<file path="src/rtl/sat_mem_pkg.sv">
// Shared encodings for the memory read arbiter: FSM states, requester IDs
// and default geometry.
package sat_mem_pkg;

    localparam int DEF_WIDTH = 32;
    localparam int DEF_DEPTH = 8;
    localparam int DEF_LEN_W = 2;

    typedef enum logic {
        ST_IDLE  = 1'b0,
        ST_BURST = 1'b1
    } state_e;

    typedef enum logic {
        REQ_ID0 = 1'b0,
        REQ_ID1 = 1'b1
    } req_id_e;

endpackage

</file>
<file path="src/rtl/rr_arb2.sv">
// Two-way round-robin arbiter. The priority pointer names the requester that
// wins a tie; after every grant it moves to the requester that lost.
module rr_arb2
    import sat_mem_pkg::*;
(
    input  logic       clk,
    input  logic       rst_n,
    input  logic       en_i,
    input  logic [1:0] req_i,
    output logic [1:0] gnt_o,
    output logic       win_o
);

    req_id_e ptr_q;
    req_id_e win;

    always_comb begin
        win = REQ_ID0;
        if (req_i == 2'b11) begin
            win = ptr_q;
        end else if (req_i[1]) begin
            win = REQ_ID1;
        end
    end

    assign win_o = (win == REQ_ID1);
    assign gnt_o = (en_i && (req_i != 2'b00)) ? ((win == REQ_ID1) ? 2'b10 : 2'b01) : 2'b00;

    always_ff @(posedge clk) begin
        if (!rst_n) begin
            ptr_q <= REQ_ID0;
        end else if (gnt_o != 2'b00) begin
            ptr_q <= (win == REQ_ID1) ? REQ_ID0 : REQ_ID1;
        end
    end

endmodule

</file>
<file path="src/rtl/mem_read_arb.sv">
// Arbitrates two read-burst requesters onto one synchronous-read memory and
// routes each returned word to the requester that owns the read.
//
// state    | meaning
// ST_IDLE  | no burst open; arbiter may accept and issue the first read
// ST_BURST | issuing the remaining reads of the owner's burst, one per cycle
module mem_read_arb
    import sat_mem_pkg::*;
#(
    parameter int WIDTH  = DEF_WIDTH,
    parameter int DEPTH  = DEF_DEPTH,
    parameter int ADDR_W = $clog2(DEPTH),
    parameter int LEN_W  = DEF_LEN_W
) (
    input  logic              clk,
    input  logic              rst_n,
    input  logic              req0_valid,
    input  logic [ADDR_W-1:0] req0_addr,
    input  logic [LEN_W-1:0]  req0_len,
    output logic              req0_ready,
    input  logic              req1_valid,
    input  logic [ADDR_W-1:0] req1_addr,
    input  logic [LEN_W-1:0]  req1_len,
    output logic              req1_ready,
    output logic              rsp0_valid,
    output logic              rsp0_last,
    output logic              rsp1_valid,
    output logic              rsp1_last,
    output logic [WIDTH-1:0]  rsp_data,
    output logic [ADDR_W-1:0] mem_addr,
    output logic              mem_read_en,
    input  logic [WIDTH-1:0]  mem_data_i
);

    state_e            state_q, state_d;
    req_id_e           owner_q, owner_d, rd_id;
    logic [ADDR_W-1:0] addr_q, addr_d, rd_addr;
    logic [LEN_W-1:0]  rem_q, rem_d, win_len;
    logic [1:0]        gnt;
    logic [1:0]        rsp_vld_q;
    logic              win, issue, rd_last, rsp_last_q;

    function automatic logic [ADDR_W-1:0] wrap_inc(input logic [ADDR_W-1:0] a);
        return (a == ADDR_W'(DEPTH - 1)) ? '0 : a + ADDR_W'(1);
    endfunction

    rr_arb2 u_arb (
        .clk   (clk),
        .rst_n (rst_n),
        .en_i  (state_q == ST_IDLE),
        .req_i ({req1_valid, req0_valid}),
        .gnt_o (gnt),
        .win_o (win)
    );

    // rem_q counts reads still to issue after the one in flight this cycle.
    always_comb begin
        state_d = state_q;
        owner_d = owner_q;
        addr_d  = addr_q;
        rem_d   = rem_q;
        issue   = 1'b0;
        rd_id   = owner_q;
        rd_addr = '0;
        rd_last = 1'b0;
        win_len = win ? req1_len : req0_len;
        if (state_q == ST_IDLE) begin
            if (gnt != 2'b00) begin
                issue   = 1'b1;
                rd_id   = win ? REQ_ID1 : REQ_ID0;
                rd_addr = win ? req1_addr : req0_addr;
                rd_last = (win_len == '0);
                if (win_len != '0) begin
                    state_d = ST_BURST;
                    owner_d = rd_id;
                    addr_d  = wrap_inc(rd_addr);
                    rem_d   = win_len;
                end
            end
        end else begin
            issue   = 1'b1;
            rd_addr = addr_q;
            rd_last = (rem_q == LEN_W'(1));
            addr_d  = wrap_inc(addr_q);
            rem_d   = rem_q - LEN_W'(1);
            if (rem_q == LEN_W'(1)) begin
                state_d = ST_IDLE;
            end
        end
    end

    always_ff @(posedge clk) begin
        if (!rst_n) begin
            state_q    <= ST_IDLE;
            owner_q    <= REQ_ID0;
            addr_q     <= '0;
            rem_q      <= '0;
            rsp_vld_q  <= 2'b00;
            rsp_last_q <= 1'b0;
        end else begin
            state_q    <= state_d;
            owner_q    <= owner_d;
            addr_q     <= addr_d;
            rem_q      <= rem_d;
            rsp_vld_q  <= issue ? ((rd_id == REQ_ID1) ? 2'b10 : 2'b01) : 2'b00;
            rsp_last_q <= issue & rd_last;
        end
    end

    // Everything is gated by rst_n so outputs drop as soon as reset asserts.
    assign req0_ready  = gnt[0] & rst_n;
    assign req1_ready  = gnt[1] & rst_n;
    assign mem_read_en = issue & rst_n;
    assign mem_addr    = (issue && rst_n) ? rd_addr : '0;
    assign rsp0_valid  = rsp_vld_q[0] & rst_n;
    assign rsp1_valid  = rsp_vld_q[1] & rst_n;
    assign rsp0_last   = rsp_vld_q[0] & rsp_last_q & rst_n;
    assign rsp1_last   = rsp_vld_q[1] & rsp_last_q & rst_n;
    assign rsp_data    = mem_data_i;

endmodule
</file>
<file path="config.mk">
export PLATFORM = sky130hd
export DESIGN_NAME = mem_read_arb
export DESIGN_NICKNAME = d
export VERILOG_FILES = /design/src/rtl/sat_mem_pkg.sv /design/src/rtl/rr_arb2.sv /design/src/rtl/mem_read_arb.sv
export SDC_FILE = /design/constraint.sdc
export NUM_CORES = 1
export LEC_CHECK = 0
export CAP_MARGIN = 5
export CORE_ASPECT_RATIO = 0.75
export CORE_MARGIN = 2
export CORE_UTILIZATION = 35
export CTS_BUF_LIST = sky130_fd_sc_hd__clkbuf_8
export CTS_CLUSTER_DIAMETER = 80
export DETAILED_ROUTE_END_ITERATION = 8
export GPL_TIMING_DRIVEN = 0
export PLACE_DENSITY = 0.93
export SYNTH_ARGS = -nofsm -noshare
export SYNTH_HDL_FRONTEND = slang
export SYNTH_HIERARCHICAL = 1
export SYNTH_SLANG_ARGS = --single-unit
</file>
<file path="constraint.sdc">
create_clock -name clk -period 6.18 [get_ports clk]
set_input_delay 0.618 -clock clk [delete_from_list [all_inputs] [get_ports clk]]
set_output_delay 0.618 -clock clk [all_outputs]
set_load 0.005 [all_outputs]
</file>
==> summary.md <==
| Metric | Value |
|---|---|
| Status | completed |
| Worst skew pair latency | 0.24 ns |
| Yosys reg bits | 11 |
| Setup Fix Bufs, Post-CTS | 0 |
| Worst setup path class | primary input to output pin |
| Chip height | 50.4 um |
| Area grow syn2layout | 63.8% |
| R2r setup slk | 4.01 ns |
| Filler cell count | approximately 220 |
| Max-cap violation count | 0 |
| # nets final | about 240 |
| TritonCTS clock tree | done |
| Critical Path RT | 5.56 ns |
| Initial DRC count | 36 |
| Syn_nets | 175 |
| Top-count cell post-synth | buf_4 |
| Placed cell count | roughly 220 |
| Via density | 4.61 |
| Synthesis Warnings | 6 |
| Synth cell count leaders | buf_4, dfxtp_1, nand2_1, a21oi_1, nor2_1 |
| CTS buffer count | 3 |
| Register area | 220 um2 |
| Vias post-DR | around 1000 |
| Slew headroom | 72.4% |
| Peak supply drop | 0.0730 mV |
| Hold Crit Depth | 2 |
| DRC Markers | 0 |
| Final Hold Viols | 0 |
| Initial DRT Pass Iterations | 4 |
| Worst R2R Path Depth | 10 |
| Final Max Tran Viols | 0 |
| Mean Syn Cell Area | 8.09 um2 |
| WL per Instance | 11.4 um |
| Startpoint Class | primary input |
| CTS H-tree lvls | 1 |
| Tcrit/Tclk final | just over 50% |
| Achievable Freq | 0.321 GHz |
| Placer Congestion | approximately 0.85 |
| Antenna violations before repair | 0 |
| Largest net degree at the start of global routing | 14 |
| Die W | about 66 um |
| Syn Inst Count | 124 |
| Vias in the first global route | 918 |
| Top cells by area, synth | buf_4, dfxtp_1, ha_1 |
| Starting Density | 37.7% |
| First-pass GRT wire length | 3820 um |
| Post-synthesis sequential area ratio | 21.9% |
| Root buf cell | clkbuf_8 |
| Final min period | 3.12 ns |
| I/O pin count | 88 |
| CTS Sinks | 11 |
| Top cell type's share of synthesized area | 23.9% |
| Core Box Area | around 0.0027 mm2 |
| Synth async-reset ratio | 0% |
| Clock Path Buffers | 2 |
| Setup TNS | 0 ns |
| Leakage Power | between 0.0007 and 0.0008 uW |
| Slew @ Worst Pin | 0.414 ns |
| Global route overflow | 0 |
| Largest area contributor in the netlist | buf_4 |
| Total Power | roughly 300 uW |
| Synth Flop Type | dfxtp_1 |
| GRT Total Usage | roughly 15% |
| N_diodes | 0 |
| Dpl hpwl | 2080 um |
| Multi-input gate area | around 500 um2 |
| Final Setup Violations | 0 |
| Hold-fix buffers at CTS | 0 |
| Fraction of layout cells with a size suffix above 1 | around a quarter |
| Worst path arrival time | 2.50 ns |
| Port bufs | 55 |
| Post-synth EDFFs | 0 |
| Library cells used by synthesis | 34 |
| Antenna-violating nets left | 0 |
| Post-cts resize count | 0 |
| Final wirelength | 2500 um |
| Final Non-Filler Cells | 219 |
| Hold/Removal Path Class | flip-flop to flip-flop |
| Synth Cell Area | 0.00100 mm2 |
| Crit Path Max Fanout | 10 |
| Worst Setup End Kind | output pin |
| Clk_skew | 0.00551 ns |
| RSZ-0062 raised after global routing | false |
| Num rows | 16 |
| Total die area | 0.00332 mm2 |
| PD cells | 178 mW/mm2 |
| Reg clk slew, reported paths | 0.05 ns |
==> sequential cells by signal (all words and copies together), names as in the netlist <==
register / flops
u_arb/ptr_q: 1
addr_q: 3
rsp_vld_q: 2
state_q: 1
rsp_last_q: 1
owner_q: 1
rem_q: 2
==> worst max-delay path, stage by stage <==
cell             delay, ns
clkdlybuf4s50_1       0.51
nand2b_1              0.07
and2_1                0.16
buf_6                 0.14
mux2i_1               0.27
a2bb2oi_1             0.21
nor2_1                0.07
clkdlybuf4s50_1       0.45
==> report_power, final <==
group          internal, uW  switching (uW)  leakage (uW)
clock                  43.6            27.2     0.0000269
combinational          77.8            52.1      0.000602
sequential             83.2            8.12     0.0000910
total                   205            87.5      0.000719
==> per-layer routing <==
metal	vias up	wire [um]	global-route usage, %
li1	513	-	-
met1	445	1020	17.1
met2	46	1240	25.1
met3	6	195	5.83
met4	0	42	6.94
met5	-	0	0
==> path summary, 6_finish.rpt <==
path | end | from
max | mem_addr[0] | req0_valid
min | rsp_vld_q[1]$_SDFF_PN0_ | owner_q$_SDFFE_PN0P_
max reg2reg | addr_q[2]$_SDFFE_PN0P_ | u_arb/ptr_q$_SDFFE_PN0P_
min reg2reg | rsp_vld_q[1]$_SDFF_PN0_ | owner_q$_SDFFE_PN0P_
==> cells by family (layout without fill, tap and decap cells) <==
kind of cell             after synthesis  count (layout)  share of synthesized area [%]
buffers and inverters                 41             100                           28.1
AND/OR/NAND/NOR                       38              38                           21.4
AO/OA/AOI/OAI                         22              22                           15.0
flip-flops                            11              11                           21.9
multiplexers                           7               7                           7.36
adder cells (fa/ha/maj)                5               5                           6.23
==> through the flow <==
stage | setup slack (ns) | cell area [um2] | hold WS, ns | utilization (%)
floorplan | 3.92 | 1000 | 0.440 | -
global placement | 3.07 | 1600 | 0.457 | 60.1
detailed placement | 3.07 | 1600 | 0.467 | 60.1
CTS | 3.06 | 1640 | 0.473 | 61.7
global route | 2.93 | 1640 | 0.490 | 61.7
finish | 3.06 | 1640 | 0.469 | 61.7
==> layout make-up <==
| cell class | instances | share of cell area [%] |
|---|---|---|
| timing repair buffer | 55 | 33.5 |
| multi-input combinational | 72 | 30.5 |
| buffer | 35 | 15.8 |
| sequential | 11 | 13.4 |
| tap | 36 | 2.74 |
| clock buffer | 3 | 2.51 |
| inverter | 6 | 1.37 |
| clock inverter | 1 | 0.228 |
==> cells in the final DEF, fill, tap and decap left out, drive strengths merged <==
| cell | instances |
|---|---|
| clkdlybuf4s50 | 55 |
| buf | 33 |
| dfxtp | 11 |
| nand2 | 9 |
| a21oi | 8 |
| nor2 | 6 |
| inv | 5 |
| and2 | 5 |
| ha | 5 |
| clkbuf | 5 |
| mux2i | 4 |
| nand2b | 4 |
| mux2 | 3 |
| nand3 | 3 |
| a221oi | 3 |
| and3 | 3 |
| nor3 | 3 |
| clkinv | 2 |
| or2 | 2 |
| o21ai | 2 |
| nor3b | 2 |
| o21bai | 1 |
| a2bb2oi | 1 |
| o21a | 1 |
| or3b | 1 |
| o31ai | 1 |
| o211ai | 1 |
| o31a | 1 |
| o41ai | 1 |
| a211o | 1 |
| a311oi | 1 |
No activity file was read; power rests on OpenSTA's default activity.
